--- src/rtl/wb_pkg.sv ---
// wb_pkg: shared types for the write-back / commit stage.
//   wb_entry_t  - one queued completed instruction
//   rvfi_pkt_t  - retirement trace packet (used when WB_COMMIT_RVFI_EN is defined)
//   F3_*        - load funct3 encodings
//   ptr_w()     - pointer width for a power-of-two queue depth
// Optional feature macro: WB_COMMIT_RVFI_EN (adds trace fields to each entry).
package wb_pkg;

    localparam logic [2:0] F3_LB  = 3'b000;
    localparam logic [2:0] F3_LH  = 3'b001;
    localparam logic [2:0] F3_LW  = 3'b010;
    localparam logic [2:0] F3_LBU = 3'b100;
    localparam logic [2:0] F3_LHU = 3'b101;

    function automatic int ptr_w(input int depth);
        return (depth <= 2) ? 1 : $clog2(depth);
    endfunction

    typedef struct packed {
        logic        load_rf;
        logic [4:0]  rd;
        logic        is_load;
        logic [2:0]  funct3;
        logic [1:0]  addr_lo;
        logic [31:0] result;
        logic [31:0] rdata;
`ifdef WB_COMMIT_RVFI_EN
        logic [31:0] pc;
        logic [31:0] insn;
        logic [4:0]  rs1;
        logic [4:0]  rs2;
        logic [31:0] pc_wdata;
        logic [31:0] mem_addr;
        logic [3:0]  mem_rmask;
        logic [3:0]  mem_wmask;
        logic [31:0] mem_wdata;
`endif
    } wb_entry_t;

    typedef struct packed {
        logic        valid;
        logic [31:0] insn;
        logic [4:0]  rs1_addr;
        logic [4:0]  rs2_addr;
        logic [4:0]  rd_addr;
        logic [31:0] rd_wdata;
        logic [31:0] pc_rdata;
        logic [31:0] pc_wdata;
        logic [31:0] mem_addr;
        logic [3:0]  mem_rmask;
        logic [3:0]  mem_wmask;
        logic [31:0] mem_wdata;
    } rvfi_pkt_t;

endpackage

--- src/rtl/wb_load_align.sv ---
// wb_load_align: combinational load-data extraction.
//   funct3, addr_lo, rdata in -> wdata (aligned, extended), misaligned out.
// Misaligned halfword/word accesses return data as if the low address bits
// were cleared; unknown load encodings behave as LW.
module wb_load_align
    import wb_pkg::*;
(
    input  logic [2:0]  funct3,
    input  logic [1:0]  addr_lo,
    input  logic [31:0] rdata,
    output logic [31:0] wdata,
    output logic        misaligned
);

    logic [31:0] shifted;
    logic [7:0]  byte_v;
    logic [15:0] half_v;

    assign shifted = rdata >> {addr_lo, 3'b000};
    assign byte_v  = shifted[7:0];
    assign half_v  = addr_lo[1] ? rdata[31:16] : rdata[15:0];

    always_comb begin
        wdata      = rdata;
        misaligned = 1'b0;
        case (funct3)
            F3_LB:  wdata = {{24{byte_v[7]}}, byte_v};
            F3_LBU: wdata = {24'h0, byte_v};
            F3_LH: begin
                wdata      = {{16{half_v[15]}}, half_v};
                misaligned = addr_lo[0];
            end
            F3_LHU: begin
                wdata      = {16'h0, half_v};
                misaligned = addr_lo[0];
            end
            default: begin
                wdata      = rdata;
                misaligned = (addr_lo != 2'b00);
            end
        endcase
    end

endmodule

--- src/rtl/wb_commit_queue.sv ---
// wb_commit_queue: in-order write-back/commit queue.
//   in_*         - completed instruction from MEM (valid/ready handshake)
//   wb_stall     - holds commit
//   rf_we/rf_rd/rf_wdata - registered regfile write, one per cycle max
//   pending_mask - rd bits with an uncommitted write (queue + output reg)
//   instret      - retired instruction count
//   misalign_err - sticky misaligned LH/LHU/LW commit flag
// Optional feature macro: WB_COMMIT_RVFI_EN adds trace inputs and rvfi_o.
module wb_commit_queue
    import wb_pkg::*;
#(
    parameter int XLEN  = 32,
    parameter int DEPTH = 4,
    parameter int CNT_W = 64
) (
    input  logic             clk,
    input  logic             rst_n,
    input  logic             in_valid,
    output logic             in_ready,
    input  logic [XLEN-1:0]  in_pc,
    input  logic [4:0]       in_rd,
    input  logic             in_load_rf,
    input  logic             in_is_load,
    input  logic [2:0]       in_funct3,
    input  logic [1:0]       in_addr_lo,
    input  logic [XLEN-1:0]  in_result,
    input  logic [XLEN-1:0]  in_rdata,
    input  logic             wb_stall,
    output logic             rf_we,
    output logic [4:0]       rf_rd,
    output logic [XLEN-1:0]  rf_wdata,
    output logic [31:0]      pending_mask,
    output logic [CNT_W-1:0] instret,
    output logic             misalign_err
`ifdef WB_COMMIT_RVFI_EN
    ,
    input  logic [31:0]      in_insn,
    input  logic [4:0]       in_rs1,
    input  logic [4:0]       in_rs2,
    input  logic [31:0]      in_pc_wdata,
    input  logic [31:0]      in_mem_addr,
    input  logic [3:0]       in_mem_rmask,
    input  logic [3:0]       in_mem_wmask,
    input  logic [31:0]      in_mem_wdata,
    output rvfi_pkt_t        rvfi_o
`endif
);

    localparam int PW = ptr_w(DEPTH);
    localparam logic [PW:0] FULL_CNT = (PW+1)'(DEPTH);

    wb_entry_t   q [DEPTH];
    wb_entry_t   in_e, head_e;
    logic [PW-1:0] head, tail, off;
    logic [PW:0]   count;
    logic          do_enq, do_deq;
    logic [31:0]   al_wdata;
    logic          al_mis;

    assign in_ready = (count != FULL_CNT);
    assign do_enq   = in_valid && in_ready;
    assign do_deq   = (count != '0) && !wb_stall;
    assign head_e   = q[head];

    always_comb begin
        in_e         = '0;
        in_e.load_rf = in_load_rf;
        in_e.rd      = in_rd;
        in_e.is_load = in_is_load;
        in_e.funct3  = in_funct3;
        in_e.addr_lo = in_addr_lo;
        in_e.result  = in_result;
        in_e.rdata   = in_rdata;
`ifdef WB_COMMIT_RVFI_EN
        in_e.pc        = in_pc;
        in_e.insn      = in_insn;
        in_e.rs1       = in_rs1;
        in_e.rs2       = in_rs2;
        in_e.pc_wdata  = in_pc_wdata;
        in_e.mem_addr  = in_mem_addr;
        in_e.mem_rmask = in_mem_rmask;
        in_e.mem_wmask = in_mem_wmask;
        in_e.mem_wdata = in_mem_wdata;
`endif
    end

`ifndef WB_COMMIT_RVFI_EN
    // PC only travels with the trace packet.
    logic unused_pc;
    assign unused_pc = ^in_pc;
`endif

    wb_load_align u_align (
        .funct3     (head_e.funct3),
        .addr_lo    (head_e.addr_lo),
        .rdata      (head_e.rdata),
        .wdata      (al_wdata),
        .misaligned (al_mis)
    );

    // Storage needs no reset: entries are only read when count says valid.
    always_ff @(posedge clk) begin
        if (do_enq) q[tail] <= in_e;
    end

    always_ff @(posedge clk) begin
        if (!rst_n) begin
            head         <= '0;
            tail         <= '0;
            count        <= '0;
            rf_we        <= 1'b0;
            rf_rd        <= '0;
            rf_wdata     <= '0;
            instret      <= '0;
            misalign_err <= 1'b0;
        end else begin
            if (do_enq) tail <= tail + 1'b1;
            if (do_deq) head <= head + 1'b1;
            case ({do_enq, do_deq})
                2'b10:   count <= count + 1'b1;
                2'b01:   count <= count - 1'b1;
                default: count <= count;
            endcase

            rf_we <= do_deq && head_e.load_rf && (head_e.rd != 5'd0);
            if (do_deq) begin
                rf_rd    <= head_e.rd;
                rf_wdata <= head_e.is_load ? al_wdata : head_e.result;
                instret  <= instret + 1'b1;
                if (head_e.is_load && al_mis) misalign_err <= 1'b1;
            end
        end
    end

`ifdef WB_COMMIT_RVFI_EN
    always_ff @(posedge clk) begin
        if (!rst_n) begin
            rvfi_o <= '0;
        end else begin
            rvfi_o.valid <= do_deq;
            if (do_deq) begin
                rvfi_o.insn      <= head_e.insn;
                rvfi_o.rs1_addr  <= head_e.rs1;
                rvfi_o.rs2_addr  <= head_e.rs2;
                rvfi_o.rd_addr   <= head_e.rd;
                rvfi_o.rd_wdata  <= (head_e.rd == 5'd0) ? 32'h0 :
                                    (head_e.is_load ? al_wdata : head_e.result);
                rvfi_o.pc_rdata  <= head_e.pc;
                rvfi_o.pc_wdata  <= head_e.pc_wdata;
                rvfi_o.mem_addr  <= head_e.mem_addr;
                rvfi_o.mem_rmask <= head_e.is_load ? (head_e.mem_rmask << head_e.addr_lo)
                                                   : head_e.mem_rmask;
                rvfi_o.mem_wmask <= head_e.mem_wmask;
                rvfi_o.mem_wdata <= head_e.mem_wdata;
            end
        end
    end
`endif

    // Mask is built from registered state only; slot i is live when its
    // distance from head is below count.
    always_comb begin
        pending_mask = '0;
        off          = '0;
        for (int i = 0; i < DEPTH; i++) begin
            off = PW'(i) - head;
            if (({1'b0, off} < count) && q[i].load_rf) pending_mask[q[i].rd] = 1'b1;
        end
        if (rf_we) pending_mask[rf_rd] = 1'b1;
        pending_mask[0] = 1'b0;
    end

endmodule

--- config.mk ---
export PLATFORM = sky130hd
export DESIGN_NAME = wb_commit_queue
export DESIGN_NICKNAME = d
export VERILOG_FILES = /design/src/rtl/wb_pkg.sv /design/src/rtl/wb_load_align.sv /design/src/rtl/wb_commit_queue.sv
export SDC_FILE = /design/constraint.sdc
export NUM_CORES = 1
export LEC_CHECK = 0
export BUFFER_PORTS_ARGS = -buffer_cell sky130_fd_sc_hd__buf_4
export CORE_ASPECT_RATIO = 1.5
export CORE_UTILIZATION = 55
export CTS_BUF_LIST = sky130_fd_sc_hd__clkbuf_4
export DETAILED_ROUTE_END_ITERATION = 8
export PLACE_DENSITY = 0.76
export SLEW_MARGIN = 5
export SYNTH_ARGS = -nofsm -noshare
export SYNTH_HDL_FRONTEND = slang
export SYNTH_SLANG_ARGS = --single-unit
export TNS_END_PERCENT = 20
--- constraint.sdc ---
create_clock -name clk -period 4.3 [get_ports clk]
set_input_delay 0.645 -clock clk [delete_from_list [all_inputs] [get_ports clk]]
set_output_delay 0.645 -clock clk [all_outputs]
set_load 0.1 [all_outputs]
== Yosys cells after proc, flatten, opt, wreduce, memory -nomap -nowiden ==
Memory sizes are Yosys's and may differ from the RTL's. A register that Yosys moved wholly into a read port is not among the register bits.
Cells that the tools add are included.
W data, S select, Z words.

* Memory bits (writable): 304
* Bits of input ports: 112
* Memories: 1
* Word-level logic and storage cells: 90
* Output and inout port bits: 136
* Flip-flop bits (word level): 110

* Shift-type cells: 1
* Equal/unequal tests: 6
* Bitwise operators: 4
* $lt $le $gt $ge: 14
* Add/sub/neg operators: 9
* Reductions and logical operators: 23
* Muxes and demuxes: 24

{| class="wikitable"
|+ Memory list
! memory !! words !! bits a word !! rd ports !! clocked after Yosys merged registers in !! write ports !! line !! RTL
|-
| q || 4 || 76 || 5 || 1 || 1 || wb_commit_queue.sv:52 || <nowiki>wb_entry_t q [DEPTH];</nowiki>
|}

{| class="wikitable"
|+ Operators with widths
! kind !! number
|-
| $mux W32 || 6
|-
| $or A32 B32 Y32 || 4
|-
| $pmux W32 S4 || 1
|-
| $add A64 B1 Y64 const B || 1
|-
| $shr A32 B5 Y8 || 1
|-
| $lt A5 B6 Y1 const B || 5
|-
| $demux W1 S5 || 5
|-
| $ge A5 B1 Y1 const B || 5
|-
| $mux W16 || 1
|-
| $logic_and A1 B1 Y1 || 14
|-
| $lt A2 B3 Y1 || 4
|-
| $mux W1 || 7
|-
| $eq A3 B3 Y1 const B || 2
|-
| $pmux W3 S2 || 1
|-
| $reduce_bool A5 Y1 || 1
|-
| $add A2 B1 Y2 const B || 2
|-
| $mux W2 || 2
|-
| $reduce_bool A2 Y1 || 2
|-
| $reduce_or A2 Y1 || 2
|-
| $sub A1 B2 Y2 const A || 2
|-
| $sub A2 B2 Y2 const A || 2
|-
| $add A3 B1 Y3 const B || 1
|-
| $eq A3 B1 Y1 const B || 1
|-
| $logic_not A3 Y1 || 1
|-
| 8 further kinds || 8
|}

== Depth between registers and ports, before layout ==
Gate-level depths: netlist of the first run.
An unclocked memory read counts as a cell.

* Depth in word-level cells: 14
* Depth in mapped cells: 12

== Modules after synthesis ==
From an unflattened synthesis of the first run, not the netlist that was laid out.

* Cell total of the unflattened synthesis: 1,350
* Area total of the unflattened synthesis: 18,202.5 um2

{| class="wikitable"
|+ Modules (own cells, without submodules)
! module !! times used !! seq. area each (um2) !! area each (um2) !! cells each
|-
| wb_commit_queue || 1 || 11,370.9 || 17,590.6 || 1,242
|-
| wb_load_align || 1 || 0.0 || 611.8 || 108
|}

== Worst setup path after synthesis of the first run ==
No wires, ideal clock.

* Kind: register to register
* From: register count[2]
* To: memory q[0][0] in the netlist's numbering, enable pin
* Data required time: 3.857 ns
* Arrival: 3.263 ns
* Buffers on the path: 1
* Slack: 0.594 ns
* Cell stages (with the launch flop): 4
* Library setup time: 0.443 ns
* Cell sequence: dfxtp_1 clkbuf_1 nand3_1 and3_1

* Cells in the longest elaborated chain, start to end: 4

{| class="wikitable"
|+ Ends and longest elaborated chain
! item !! line !! RTL
|-
| from (decl) || wb_commit_queue.sv:55 || <nowiki>logic [PW:0] count;</nowiki>
|-
| from (signal assigned) || wb_commit_queue.sv:120 || <nowiki>2'b10: count <= count + 1'b1;</nowiki>
|-
| from (signal assigned) || wb_commit_queue.sv:121 || <nowiki>2'b01: count <= count - 1'b1;</nowiki>
|-
| from (signal assigned) || wb_commit_queue.sv:122 || <nowiki>default: count <= count;</nowiki>
|-
| $ne A3 B3 Y1 || wb_commit_queue.sv:60 || <nowiki>assign in_ready = (count != FULL_CNT);</nowiki>
|-
| named net in_ready || wb_commit_queue.sv:19 || <nowiki>output logic in_ready,</nowiki>
|-
| $logic_and A1 B1 Y1 || wb_commit_queue.sv:61 || <nowiki>assign do_enq = in_valid && in_ready;</nowiki>
|-
| $mux W1 || wb_commit_queue.sv:103 || <nowiki>if (do_enq) q[tail] <= in_e;</nowiki>
|-
| $mux W1 (implied by the code) || wb_commit_queue.sv:103 ||
|-
| to (decl) || wb_commit_queue.sv:52 ||
|}

The timed path passes the listed nets, and every way through them passes these cells.

== Worst setup path in the final report of the first run ==
* From: register head[0]
* To: output port pending_mask[11]

* Cells in the longest elaborated chain, start to end: 12
* Elaborated cells on any way between the ends: 21

{| class="wikitable"
|+ Ends and longest elaborated chain
! item !! line !! RTL
|-
| from (decl) || wb_commit_queue.sv:54 || <nowiki>logic [PW-1:0] head, tail, off;</nowiki>
|-
| from (signal assigned) || wb_commit_queue.sv:118 || <nowiki>if (do_deq) head <= head + 1'b1;</nowiki>
|-
| $sub A1 B2 Y2 || wb_commit_queue.sv:166 || <nowiki>off = PW'(i) - head;</nowiki>
|-
| $lt A2 B3 Y1 || wb_commit_queue.sv:167 || <nowiki>if (({1'b0, off} < count) && q[i].load_rf) pending_mask[q[i].rd] = 1'b1;</nowiki>
|-
| $logic_and A1 B1 Y1 || wb_commit_queue.sv:167 ||
|-
| $mux W32 || wb_commit_queue.sv:167 ||
|-
| $or A32 B32 Y32 (no line) || -- ||
|-
| $mux W32 || wb_commit_queue.sv:167 ||
|-
| $or A32 B32 Y32 (no line) || -- ||
|-
| $mux W32 || wb_commit_queue.sv:167 ||
|-
| $or A32 B32 Y32 (no line) || -- ||
|-
| $mux W32 * || wb_commit_queue.sv:167 ||
|-
| $or A32 B32 Y32 (no line) || -- ||
|-
| $mux W32 * || wb_commit_queue.sv:169 || <nowiki>if (rf_we) pending_mask[rf_rd] = 1'b1;</nowiki>
|-
| to (decl) || wb_commit_queue.sv:32 || <nowiki>output logic [31:0] pending_mask,</nowiki>
|}

Every way passes the cells marked *; elsewhere a longest branch is shown, timed or not.

==> summary.txt, run 1 <==
Final layout
  • Reg area: 11400 um^2
  • Net count of the finished layout: 1702
  • Commonest non-fill, non-tap cell in the layout: edfxtp_1
  • Filler Cell Count: 2448
  • Most frequent cells in the layout: edfxtp_1 (304), buf_4 (236), clkbuf_4 (144), dfxtp_1 (110), a21oi_1 (86)
  • Finished Layout Cells: 2072
  • Footprint of the multi-input gates: 6310 um^2
  • Share of cells above drive strength 1: 0.302
  • Area delta synth->final: 18.1%

Routing
  • DR vias/cell: 6.31
  • WL final: 47.2 mm
  • Via count: 13100
  • WL/cell: 22.8 um
  • DRT antenna net count: 0
  • DRT iter0 DRCs: 1058
  • DRC viols: 0
  • Drt first pass iters: 6

Synthesis
  • Flops & latches, synth: 416
  • Mapped Cells: 1326
  • Yosys warns: 0
  • Synth Cell Area: 18100 um^2
  • Syn nets: 1449
  • Top FF cell, synth: edfxtp_1
  • Synth top area cells: edfxtp_1 (50%), dfxtp_1 (12%), mux4_2 (9.5%), a21oi_1 (2.4%), o22ai_1 (1.9%)
  • Count of different cell masters after synthesis: 60
  • Sequential area share after synthesis: 0.629
  • Mapped Avg Cell Area: 13.6 um^2
  • Async SR Flop Fraction: 0
  • Synth top area share: 0.505
  • Leading area contributor after synthesis: edfxtp_1
  • Post-synth EDFFs: 304

CTS
  • # clock sinks: 416
  • Worst-path clk slew: 80 ps
  • CTS Buffer Depth: 3
  • CTS root buffer: clkbuf_4
  • CTS Buf Count: 94
  • H-tree depth: 3
  • Worst-Skew Late Latency: 770 ps
  • Setup Buffers After CTS: 0
  • CTS tree: built

Floorplan
  • Io pins: 248
  • Initial Util: 0.556
  • Die Height: 224 um
  • Die ar.: 33600 um^2
  • Core ar.: 32500 um^2
  • DIE WIDTH: 150 um
  • FP Rows: 81

Place
  • Inst Count DP: 1891
  • Routability cong.: 0.952
  • Port Buffers: 214
  • Post-DP HPWL: 31.5 mm

Global route
  • Pin count of the biggest net entering global routing: 63
  • Antenna violations before repair: 3
  • Grt ovf: 0
  • First-pass GRT wire length: 72.0 mm
  • Global Route Usage Sum: 0.287
  • Number of global-route vias before repair: 13100

Worst setup path
  • Critical path arrival: 3450 ps
  • Crit path launch type: flop
  • Worst reg2reg path startpoint: count[2]$_SDFFE_PN0P_
  • Reg2reg setup slack: 1010 ps
  • Crit path kind: reg2out
  • R2r worst-path depth: 6
  • CP endpoint kind: output pin
  • Crit Path Max Fanout: 11
  • CP max stage cell: nor3_1
  • Reg2Reg Capture Point: instret[51]$_SDFFE_PN0P_
  • Crit-path cells: xnor2_1, ha_1, a21oi_1, o211ai_1, nor3_1, a311o_1, buf_4
  • Critical Path RT: 3650 ps
  • Critical Path Max Stage Delay: 530 ps

Power and ir drop
  • Static Leak: 7.48 nW
  • Power density cells: 582 nW/um^2
  • Worst vdd ir: 0.531 mV

Min path
  • Hold WC Path Type: in2reg
  • Hold path cells: 1
  • Min-delay src: in_result[26]
  • Hold EP: q[2][58]$_DFFE_PP_

STA
  • Crit path time final: 4100 ps
  • Tightest Pin Transition: 1010 ps
  • Final setup viols: 0
  • Tcrit/Tclk final: 0.952
  • WHS: 66.8 ps
  • Slew HR: 0.321
  • RSZ-0062 raised after global routing: true
  • Final Hold Viols: 0
  • Slew Viols, Final: 0
  • Clk_skew: 45.8 ps
  • Max Freq: 0.244 GHz

Run status
  • Outcome: finished, final reports clean

Run
  • Maxcap violations: 0
layer usage:
layer / vias up / global-route usage / wire length (um)
met2: 618 / 0.497 / 24500
met4: 0 / 0.153 / 2050
met3: 143 / 0.0674 / 3620
li1: 5858 / - / -
met5: - / 0 / 0
met1: 6447 / 0.326 / 17100
where the power goes:
group	total [W]	internal, W	switching, W
registers	0.00513	0.00479	0.000341
clock network	0.00306	0.00158	0.00148
logic	0.00424	0.00134	0.00289
what timing repair did:
action / in CTS / in global routing
endpoints found under the hold margin: 11 / 1
resized for setup: 0 / 7
setup endpoints to repair: 0 / 12
hold buffers: 6 / 1
stage by stage:
step	total power, W	worst slack, ps	util	instance area, um^2	TNS [ps]
floorplan	0.00829	594	-	18100	0
global placement	0.00936	876	0.616	20000	0
detailed placement	0.00942	875	0.616	20000	0
CTS	0.0125	11.5	0.655	21300	0
global route	0.0130	-45.3	0.657	21400	-137
finish	0.0124	204	0.657	21400	0
state kept, by name, indices dropped and copies added (netlist names), named ones only:
signal and cells:
tail 2, q 304, rf_wdata 32, rf_we 1, misalign_err 1, rf_rd 5, head 2, instret 64
count 3
logic make-up (layout without fill, tap and decap cells):
group	count (synthesis)	count (layout)	share of synthesized area
DFF	416	416	0.629
and+or+nand+nor	386	386	0.118
AOI/OAI and AO/OA	279	279	0.0996
buffers and inverters	110	438	0.0257
muxes	92	92	0.104
xor gates and xnor gates	31	31	0.0150
adders and majority gates	11	11	0.00803
other	1	4	0.000207
worst max-delay path: cells and delay by family, from the launching register on:
family / cells / cell delay, ps
AO/OA/AOI/OAI: 3 / 980
XOR/XNOR: 1 / 170
adder cells (fa/ha/maj): 1 / 270
buffers and inverters: 1 / 290
flip-flops: 1 / 440
AND/OR/NAND/NOR: 1 / 530
area by class of cell:
cell class,instances,area share
timing repair buffer,243,0.0862
clock buffer,144,0.0506
antenna,3,0.000351
inverter,24,0.00422
clock inverter,27,0.00609
multi-input combinational,800,0.295
tap,415,0.0243
sequential,416,0.533
worst max path at each step:
stage               cells after the start                   from  slack, ps                 to
global placement                        8   head[0]$_SDFFE_PN0P_        880    pending_mask[3]
floorplan                               3  count[2]$_SDFFE_PN0P_        590  q[0][0]$_DFFE_PP_
CTS                                     8   head[0]$_SDFFE_PN0P_         10    pending_mask[1]
detailed placement                      8   head[0]$_SDFFE_PN0P_        880    pending_mask[1]
finish                                  7   head[0]$_SDFFE_PN0P_        200   pending_mask[11]
global route                            8   head[0]$_SDFFE_PN0P_        -50    pending_mask[4]
Yosys cell counts, types with 12 or more instances:
library cell and n:
or3_1 43, dfxtp_1 112, clkbuf_1 52, o22ai_1 54, mux4_2 76, a21oi_1 87, buf_1 12, buf_2 14
edfxtp_1 304, nand4_1 35, o21ai_0 31, o31ai_1 21, nand2_1 66, nand2b_1 21, nor3_1 12, and3_1 32
o211ai_1 20, xnor2_1 12, nor2_1 57, inv_1 23, or4_1 24, nand3_1 35, xor2_1 19
No activity file was read; power rests on OpenSTA's default activity.
==> inputs of run 2 (changes only) <==
--- a/config.mk
+++ b/config.mk
@@ -7,10 +7,10 @@
 export LEC_CHECK = 0
 export BUFFER_PORTS_ARGS = -buffer_cell sky130_fd_sc_hd__buf_4
 export CORE_ASPECT_RATIO = 1.5
-export CORE_UTILIZATION = 55
+export CORE_UTILIZATION = 50
 export CTS_BUF_LIST = sky130_fd_sc_hd__clkbuf_4
 export DETAILED_ROUTE_END_ITERATION = 8
-export PLACE_DENSITY = 0.76
+export PLACE_DENSITY = 0.7
 export SLEW_MARGIN = 5
 export SYNTH_ARGS = -nofsm -noshare
 export SYNTH_HDL_FRONTEND = slang
==> summary.txt, run 2 (synthesized netlist as in run 1, its figures left out) <==
STA
  • Slew HR: 0.353 (was 0.321)
  • Tightest Pin Transition: 969 ps (was 1010 ps)
  • Tcrit/Tclk final: 0.951 (was 0.952)
  • Max Freq: 0.244 GHz (about the same)
  • Setup TNS: 0 ps (unchanged)
  • Crit path time final: 4090 ps (was 4100 ps)
  • Final setup viols: 0 (unchanged)
  • Slew Viols, Final: 0 (unchanged)
  • Clk_skew: 58.2 ps (was 45.8 ps)
  • RSZ-0062 raised after global routing: false (was true)
  • Final Hold Viols: 0 (unchanged)
  • WHS: 78.7 ps (was 66.8 ps)

Final layout
  • Cell area after layout: 21400 um^2 (about the same)
  • Area delta synth->final: 18.3% (was 18.1%)
  • Finished Layout Cells: 2121 (was 2072)
  • Largest regs: q x304, instret x64, rf_wdata x32 (unchanged)
  • Biggest register: q (unchanged)
  • Commonest non-fill, non-tap cell in the layout: edfxtp_1 (unchanged)
  • Net count of the finished layout: 1698 (was 1702)
  • Final core utilization: 0.606 (was 0.657)
  • Share of cells above drive strength 1: 0.298 (was 0.302)
  • Largest register FFs: 304 (unchanged)
  • Filler Cell Count: 2874 (was 2448)
  • Most frequent cells in the layout: edfxtp_1 (304), buf_4 (233), clkbuf_4 (140), dfxtp_1 (110), a21oi_1 (86) (was edfxtp_1 (304), buf_4 (236), clkbuf_4 (144), dfxtp_1 (110), a21oi_1 (86))

Floorplan
  • Core ar.: 35300 um^2 (was 32500 um^2)
  • Initial Util: 0.512 (was 0.556)
  • DIE WIDTH: 157 um (was 150 um)
  • Io pins: 248 (unchanged)
  • Die ar.: 36900 um^2 (was 33600 um^2)
  • FP Rows: 84 (was 81)
  • Die Height: 235 um (was 224 um)

CTS
  • Setup Buffers After CTS: 0 (unchanged)
  • CTS root buffer: clkbuf_4 (unchanged)
  • # clock sinks: 416 (unchanged)
  • Worst-Skew Late Latency: 760 ps (was 770 ps)
  • CTS Buf Count: 95 (was 94)
  • Worst-path clk slew: 70 ps (was 80 ps)
  • CTS Buffer Depth: 3 (unchanged)
  • H-tree depth: 3 (unchanged)
  • CTS tree: built (unchanged)

Global route
  • Pin count of the biggest net entering global routing: 64 (was 63)
  • Antenna violations before repair: 2 (was 3)
  • First-pass GRT wire length: 72.7 mm (was 72.0 mm)
  • Grt ovf: 0 (unchanged)
  • Number of global-route vias before repair: 12800 (was 13100)
  • Global Route Usage Sum: 0.262 (was 0.287)

Power and ir drop
  • Flop pwr share: 0.412 (was 0.413)
  • Net Switching: 0.00469 W (was 0.00471 W)
  • Power density cells: 581 nW/um^2 (was 582 nW/um^2)
  • Comb pwr share: 0.341 (about the same)
  • Worst vdd ir: 0.472 mV (was 0.531 mV)
  • Clk network pwr share: 0.247 (was 0.246)
  • Static Leak: 7.44 nW (was 7.48 nW)
  • Sw Ratio: 0.377 (was 0.379)
  • P_int: 0.00774 W (was 0.00772 W)

Routing
  • DRT iter0 DRCs: 836 (was 1058)
  • DR vias/cell: 5.99 (was 6.31)
  • DRT antenna net count: 0 (unchanged)
  • WL/cell: 22.3 um (was 22.8 um)
  • WL final: 47.3 mm (was 47.2 mm)
  • Via count: 12700 (was 13100)
  • Drt first pass iters: 5 (was 6)
  • DRC viols: 0 (unchanged)

Worst setup path
  • Critical path arrival: 3450 ps (about the same)
  • CP endpoint kind: output pin (unchanged)
  • R2r worst-path depth: 6 (unchanged)
  • Crit Path Max Fanout: 6 (was 11)
  • Crit path kind: reg2out (unchanged)
  • Critical Path RT: 3650 ps (about the same)
  • Crit path launch type: flop (unchanged)

Place
  • Placed cell areas: 20100 um^2 (was 20000 um^2)
  • Routability cong.: 0.936 (was 0.952)
  • Port Buffers: 214 (unchanged)
  • Inst Count DP: 1947 (was 1891)
  • Post-DP HPWL: 31.8 mm (was 31.5 mm)

Min path
  • Hold path cells: 1 (unchanged)
  • Hold WC Path Type: in2reg (unchanged)

Run
  • Maxcap violations: 0 (unchanged)

Run status
  • Outcome: finished, final reports clean (unchanged)
-- run 2: metrics by stage --
step / power [W] / worst slack, ps
floorplan: 0.00829 / 594
finish: 0.0124 / 210
detailed placement: 0.00943 / 810
global route: 0.0130 / 26.6
CTS: 0.0125 / 12.0
global placement: 0.00938 / 870
-- run 2: worst max-delay path, cell delays in order, from the launching register on --
cell       delay (ps)
dfxtp_1           430
xnor2_1           170
inv_1              70
ha_1              290
a21oi_2           360
o2111ai_1         350
o221ai_1          520
a221o_1           190
buf_4             290
-- run 2: metal layers --
layer / vias to the layer above / global-route usage / wire (um)
li1: 5824 / - / -
met1: 6338 / 0.306 / 18200
met2: 434 / 0.450 / 24500
met3: 109 / 0.0592 / 2800
met4: 0 / 0.130 / 1880
met5: - / 0 / 0
-- run 2: repair_timing --
item,in CTS,in global routing
endpoints found under the setup margin,4,7
endpoints found under the hold margin,8,0
hold buffers,4,0
resized for setup,1,4
-- run 2: final cells by class --
cell class              instances  area [um^2]  area share
flip-flops and latches        416        11400       0.532
multi-input cells             800         6300       0.295
repair buffers                238         1810      0.0846
clock buffers                 140         1050      0.0491
well taps                     473          592      0.0277
clock inverters                27          164     0.00766
inverters                      24         90.1     0.00421
diodes                          3         7.51    0.000351
-- run 2: power by group through the flow --
stage          logic, W  clock network [W]  registers (W)
3_5_place_dp    0.00423                  0        0.00520
2_1_floorplan   0.00222                  0        0.00608
3_3_place_gp    0.00420                  0        0.00518
5_1_grt         0.00447            0.00335        0.00516
6_report        0.00423            0.00307        0.00512
4_1_cts         0.00424            0.00315        0.00512
-- run 2: final timing paths --
kind         slack [ps]                   endpoint                      start
max                 210            pending_mask[4]       head[0]$_SDFFE_PN0P_
min                  80         q[1][68]$_DFFE_PP_               in_funct3[2]
max reg2reg        1000   instret[47]$_SDFFE_PN0P_      count[2]$_SDFFE_PN0P_
min reg2reg         490  rf_wdata[15]$_SDFFE_PN0P_  rf_wdata[15]$_SDFFE_PN0P_
